$ cat config.mk
export PLATFORM = sky130hd
export DESIGN_NAME = uart_transmitter
export DESIGN_NICKNAME = d
export VERILOG_FILES = /design/src/rtl/uart_transmitter.sv
export SDC_FILE = /design/constraint.sdc
export NUM_CORES = 1
export LEC_CHECK = 0
export CORE_ASPECT_RATIO = 0.5
export CORE_MARGIN = 4
export CORE_UTILIZATION = 45
export DETAILED_ROUTE_END_ITERATION = 7
export GPL_ROUTABILITY_DRIVEN = 0
export PLACE_DENSITY_LB_ADDON = 0.15
export SYNTH_ARGS = -nofsm -noshare
export SYNTH_HDL_FRONTEND = slang
export SYNTH_SLANG_ARGS = --single-unit
$ cat constraint.sdc
create_clock -name clk_1MHz -period 3.7 [get_ports clk_1MHz]
set_input_delay 0.555 -clock clk_1MHz [delete_from_list [all_inputs] [get_ports clk_1MHz]]
set_output_delay 0.555 -clock clk_1MHz [all_outputs]
set_load 0.01 [all_outputs]
$ cat src/rtl/uart_transmitter.sv
// 8N1 UART transmitter: a small byte FIFO feeds a start/data/stop serialiser.
// tx is registered from the FSM state and the shift register, so producer inputs never reach the line combinationally.
module uart_transmitter #(
    parameter int CLK_FREQ   = 100_000_000,
    parameter int BAUD_RATE  = 9600,
    parameter int BIT_PERIOD = CLK_FREQ / BAUD_RATE,
    parameter int FIFO_DEPTH = 4,
    parameter int STOP_BITS  = 1
) (
    input  logic                          clk_1MHz,
    input  logic                          rst,
    input  logic [7:0]                    in_data,
    input  logic                          in_valid,
    output logic                          in_ready,
    output logic                          tx,
    output logic                          busy,
    output logic [$clog2(FIFO_DEPTH):0]   fifo_count
);

    localparam int PW = $clog2(FIFO_DEPTH);
    localparam int CW = PW + 1;
    localparam logic [15:0]   BIT_LAST   = 16'(BIT_PERIOD - 1);
    localparam logic [CW-1:0] FULL_COUNT = CW'(FIFO_DEPTH);
    localparam logic          STOP_LAST  = 1'(STOP_BITS - 1);

    typedef enum logic [1:0] {
        IDLE  = 2'd0,
        START = 2'd1,
        DATA  = 2'd2,
        STOP  = 2'd3
    } state_t;

    logic [7:0]    mem [FIFO_DEPTH];
    logic [PW-1:0] wr_ptr;
    logic [PW-1:0] rd_ptr;
    logic          push;
    logic          pop;
    logic          fifo_empty;

    state_t        state;
    state_t        state_next;
    logic [15:0]   baud_cnt;
    logic [15:0]   baud_next;
    logic [2:0]    bit_idx;
    logic [2:0]    bit_next;
    logic          stop_idx;
    logic          stop_next;
    logic [7:0]    shift;
    logic [7:0]    shift_next;
    logic          boundary;
    logic          tx_next;

    // Full is judged on the registered count, so a pop in the same cycle never frees a slot early.
    assign in_ready   = (fifo_count != FULL_COUNT);
    assign push       = in_valid & in_ready;
    assign fifo_empty = (fifo_count == CW'(0));
    assign boundary   = (baud_cnt == BIT_LAST);

    // FIFO storage: data is captured at the push edge only.
    always_ff @(posedge clk_1MHz) begin
        if (push) begin
            mem[wr_ptr] <= in_data;
        end
    end

    // FIFO pointers and occupancy; simultaneous push and pop leave the count unchanged.
    always_ff @(posedge clk_1MHz) begin
        if (rst) begin
            wr_ptr     <= '0;
            rd_ptr     <= '0;
            fifo_count <= '0;
        end else begin
            if (push) begin
                wr_ptr <= wr_ptr + PW'(1);
            end
            if (pop) begin
                rd_ptr <= rd_ptr + PW'(1);
            end
            case ({push, pop})
                2'b10:   fifo_count <= fifo_count + CW'(1);
                2'b01:   fifo_count <= fifo_count - CW'(1);
                default: fifo_count <= fifo_count;
            endcase
        end
    end

    // Next-state, counter and pop decode for the serialiser.
    always_comb begin
        state_next = state;
        baud_next  = baud_cnt;
        bit_next   = bit_idx;
        stop_next  = stop_idx;
        shift_next = shift;
        pop        = 1'b0;
        case (state)
            IDLE: begin
                baud_next = 16'd0;
                if (!fifo_empty) begin
                    pop        = 1'b1;
                    shift_next = mem[rd_ptr];
                    bit_next   = 3'd0;
                    stop_next  = 1'b0;
                    state_next = START;
                end else begin
                    state_next = IDLE;
                end
            end
            START: begin
                if (boundary) begin
                    baud_next  = 16'd0;
                    bit_next   = 3'd0;
                    state_next = DATA;
                end else begin
                    baud_next = baud_cnt + 16'd1;
                end
            end
            DATA: begin
                if (boundary) begin
                    baud_next  = 16'd0;
                    shift_next = {1'b0, shift[7:1]};
                    if (bit_idx == 3'd7) begin
                        stop_next  = 1'b0;
                        state_next = STOP;
                    end else begin
                        bit_next = bit_idx + 3'd1;
                    end
                end else begin
                    baud_next = baud_cnt + 16'd1;
                end
            end
            STOP: begin
                if (boundary) begin
                    baud_next = 16'd0;
                    if (stop_idx == STOP_LAST) begin
                        // Back-to-back frames: reload straight into START with no idle bit.
                        if (!fifo_empty) begin
                            pop        = 1'b1;
                            shift_next = mem[rd_ptr];
                            bit_next   = 3'd0;
                            stop_next  = 1'b0;
                            state_next = START;
                        end else begin
                            state_next = IDLE;
                        end
                    end else begin
                        stop_next = 1'b1;
                    end
                end else begin
                    baud_next = baud_cnt + 16'd1;
                end
            end
            default: begin
                state_next = IDLE;
            end
        endcase
    end

    // Line level for the current state; lands on tx one cycle later.
    always_comb begin
        tx_next = 1'b1;
        case (state)
            START:   tx_next = 1'b0;
            DATA:    tx_next = shift[0];
            default: tx_next = 1'b1;
        endcase
    end

    // Serialiser state register.
    always_ff @(posedge clk_1MHz) begin
        if (rst) begin
            state    <= IDLE;
            baud_cnt <= 16'd0;
            bit_idx  <= 3'd0;
            stop_idx <= 1'b0;
            shift    <= 8'd0;
        end else begin
            state    <= state_next;
            baud_cnt <= baud_next;
            bit_idx  <= bit_next;
            stop_idx <= stop_next;
            shift    <= shift_next;
        end
    end

    // Registered line and busy outputs; reset forces the line idle at once.
    always_ff @(posedge clk_1MHz) begin
        if (rst) begin
            tx   <= 1'b1;
            busy <= 1'b0;
        end else begin
            tx   <= tx_next;
            busy <= (state_next != IDLE);
        end
    end

endmodule

==> flow_metrics.tcl <==
set metrics [dict create \
    die_area_sq_um 8740 \
    track_usage_pct 15.4 \
    reg2regPathDepth 9 \
    antennaDiodeCount 0 \
    dp_hpwl_um 4100 \
    vias_per_cell 5.38 \
    path_cells "or4b_4, nor4_2, a21oi_1, nor2_1, ha_1, fa_1, xnor2_1, or3_1, a21oi_1" \
    ant_nets 0 \
    drt-wirelength-per-cell_um 14.8 \
    cp_data_arrival_time_ns 2.98 \
    num_vias 2157 \
    regToRegSetupSlack_ns 0.98 \
    tightest_slew_ns 0.796 \
    layout_common_cells "dfxtp_1, edfxtp_1, nand2_1" \
    path_clk_slew_ns 0.06 \
    vdd_drop_max_uv 310 \
    r2r-end "fifo_count[2]$_SDFFE_PP0P_" \
    slew_violations 0 \
    cts_made_buffers 9 \
    grt_max_degree 34 \
    end_kind "register" \
    hp-class "register to register" \
    cp_num_cells 9 \
    die_h_um 68.1 \
    ctsHtreeMaxLevel 3 \
    clkLatencyLatePin_ns 0.33 \
    die_w_um 128 \
    ys_seq_area_share_pct 54.2 \
    nets 329 \
    p_leak_nw 1.36 \
    synth_cell_types 48 \
    cts.sinks 72 \
    crit_slowest_cell "or4b_4" \
    synthFlopType "dfxtp_1" \
    final_cell_area_sq_um 3840 \
    cts_tree "built" \
    max_freq_ghz 0.368 \
    clock_skew_ns 0.00404 \
    hold_buffers 0 \
    synth_cells 284 \
    p_per_area_nw_per_um2 700 \
    tns_ns 0 \
    r2r_start "baud_cnt[6]$_SDFF_PP0_" \
    clockRootBuffer "clkbuf_16" \
    async_flop_share_pct 0 \
    antenna_found_initial 0 \
    grt_remaining_overflow 0 \
    drive_above_1_share_pct 12.3 \
    grt_pass1_vias 2130 \
    cap_violations 0 \
    cts.path.max_buffers 2 \
    post-route-period-util_pct 73.4 \
    synth_seq_cells 72 \
    dr.pass1.iters 4 \
    ios 17 \
    syn_nets 309 \
    hold_depth 1 \
    slowest_delay_ns 0.59 \
    postPlaceCellArea_sq_um 3510 \
    final_cells 401 \
    start_util_pct 47.4 \
    worstPathRequired_ns 3.96 \
    status "completed" \
    setup_viol 0 \
    timing_worst_setup_path_type "register to register" \
    cp_max_fo 6 \
    dp_cells 385 \
    drc 0 \
    avgSynthCellArea_sq_um 11.5 \
    maxSlewHeadroom_pct 46.6 \
    syn-cell-area_sq_um 3250 \
    drtIter0Drc 120 \
    wirelength_um 5930 \
    period_needed_ns 2.72 \
    critPathTopFamily "simple AND/OR/NAND/NOR gates" \
    cts_resized 0 \
    grt_pass1_wl_um 10100 \
    synth_edf_count 32 \
    postCtsSetupRepairBufs 0 \
    critical_path.most_common_cell "a21oi_1" \
    portBuffers 16 \
    core_area_sq_um 6860 \
    critPathBufInv 0 \
    hold_viol 0 \
    synthToLayoutAreaGrowth_pct 18.2 \
    ys_warn_count 0 \
    cp-start-kind "register" \
    hold_path_end "baud_cnt[0]$_SDFF_PP0_" \
    final_util_pct 56.0 \
    grt_setup_unrepaired "no" \
    final_common_cell "dfxtp_1" \
    min_from "baud_cnt[0]$_SDFF_PP0_" \
    rows 21 \
    total_power_mw 2.69 \
]
-- synth_stat cells (3+ instances only) --
cell type  instances  area, sq um
o21ai_0            6         30.0
nand4_1            7         43.8
edfxtp_1          32          961
nor2b_1            7         43.8
inv_1             14         52.6
a21oi_1           16         80.1
nand2_1           24         90.1
and3_1             4         25.0
mux4_2             8          180
nand3_1           11         55.1
dfxtp_1           40          801
mux2_2             7         78.8
and4_1             3         26.3
xor2_1             9         78.8
xnor2_1            5         43.8
or3_1              3         18.8
nor2_1            23         86.3
clkbuf_1           8         30.0
mux2i_1            3         30.0
ha_1              13          163
nor3_1             4         20.0
nor3b_1            4         30.0
-- area by class of cell --
class,count,area [sq um]
multi-input combinational,189,1400
fill,598,3010
inverter,14,52.6
timing repair buffer,18,175
clock inverter,4,56.3
sequential,72,1760
tap,92,115
clock buffer,12,279
-- flip-flops by register name, summed over array words and instances (netlist names), named ones only --
signal / flops
mem: 32
baud_cnt: 16
shift: 8
bit_idx: 3
fifo_count: 3
rd_ptr: 2
state: 2
wr_ptr: 2
busy: 1
tx: 1
-- routing by layer --
metal | part of all wire (%) | track usage, % | up-vias
met3 | 4.0 | 6.16 | 8
met4 | 1.6 | 6.22 | 0
li1 | - | - | 1085
met1 | 46 | 17.8 | 1030
met2 | 48 | 26.1 | 34
met5 | 0 | 0 | -
-- power breakdown --
| group | internal, mW | switching, mW |
|---|---|---|
| sequential | 0.966 | 0.113 |
| combinational | 0.361 | 0.311 |
| clock | 0.609 | 0.331 |
-- worst reg2reg max path: stages (launching register included) --
cell	delay [ns]
dfxtp_1	0.36
or4b_4	0.59
nor4_2	0.48
a21oi_1	0.14
nor2_1	0.16
ha_1	0.22
fa_1	0.19
xnor2_1	0.07
or3_1	0.31
a21oi_1	0.13
-- cells by family after synthesis --
| group | count (synthesis) | share of synthesized area [%] |
|---|---|---|
| multiplexers | 18 | 8.88 |
| buffers and inverters | 23 | 2.69 |
| AND/OR/NAND/NOR | 107 | 18.1 |
| AO/OA/AOI/OAI | 36 | 6.77 |
| flip-flops | 72 | 54.2 |
| adder cells (fa/ha/maj) | 14 | 5.62 |
| XOR/XNOR | 14 | 3.77 |
-- stage by stage --
| stage | hold WS [ns] | worst slack (ns) |
|---|---|---|
| after floorplan | 0.426 | 1.26 |
| after global placement | 0.440 | 1.04 |
| after detailed placement | 0.448 | 1.01 |
| after CTS | 0.465 | 0.994 |
| after global routing | 0.485 | 0.832 |
| final | 0.464 | 0.983 |
-- how the worst max path moves through the flow --
| stage | startpoint | to |
|---|---|---|
| after detailed placement | baud_cnt[6]$_SDFF_PP0_ | fifo_count[2]$_SDFFE_PP0P_ |
| after global routing | baud_cnt[6]$_SDFF_PP0_ | fifo_count[2]$_SDFFE_PP0P_ |
| final | baud_cnt[6]$_SDFF_PP0_ | fifo_count[2]$_SDFFE_PP0P_ |
| after global placement | baud_cnt[6]$_SDFF_PP0_ | fifo_count[2]$_SDFFE_PP0P_ |
| after CTS | baud_cnt[6]$_SDFF_PP0_ | fifo_count[2]$_SDFFE_PP0P_ |
| after floorplan | baud_cnt[6]$_SDFF_PP0_ | fifo_count[2]$_SDFFE_PP0P_ |
No activity file was read; power rests on OpenSTA's default activity.
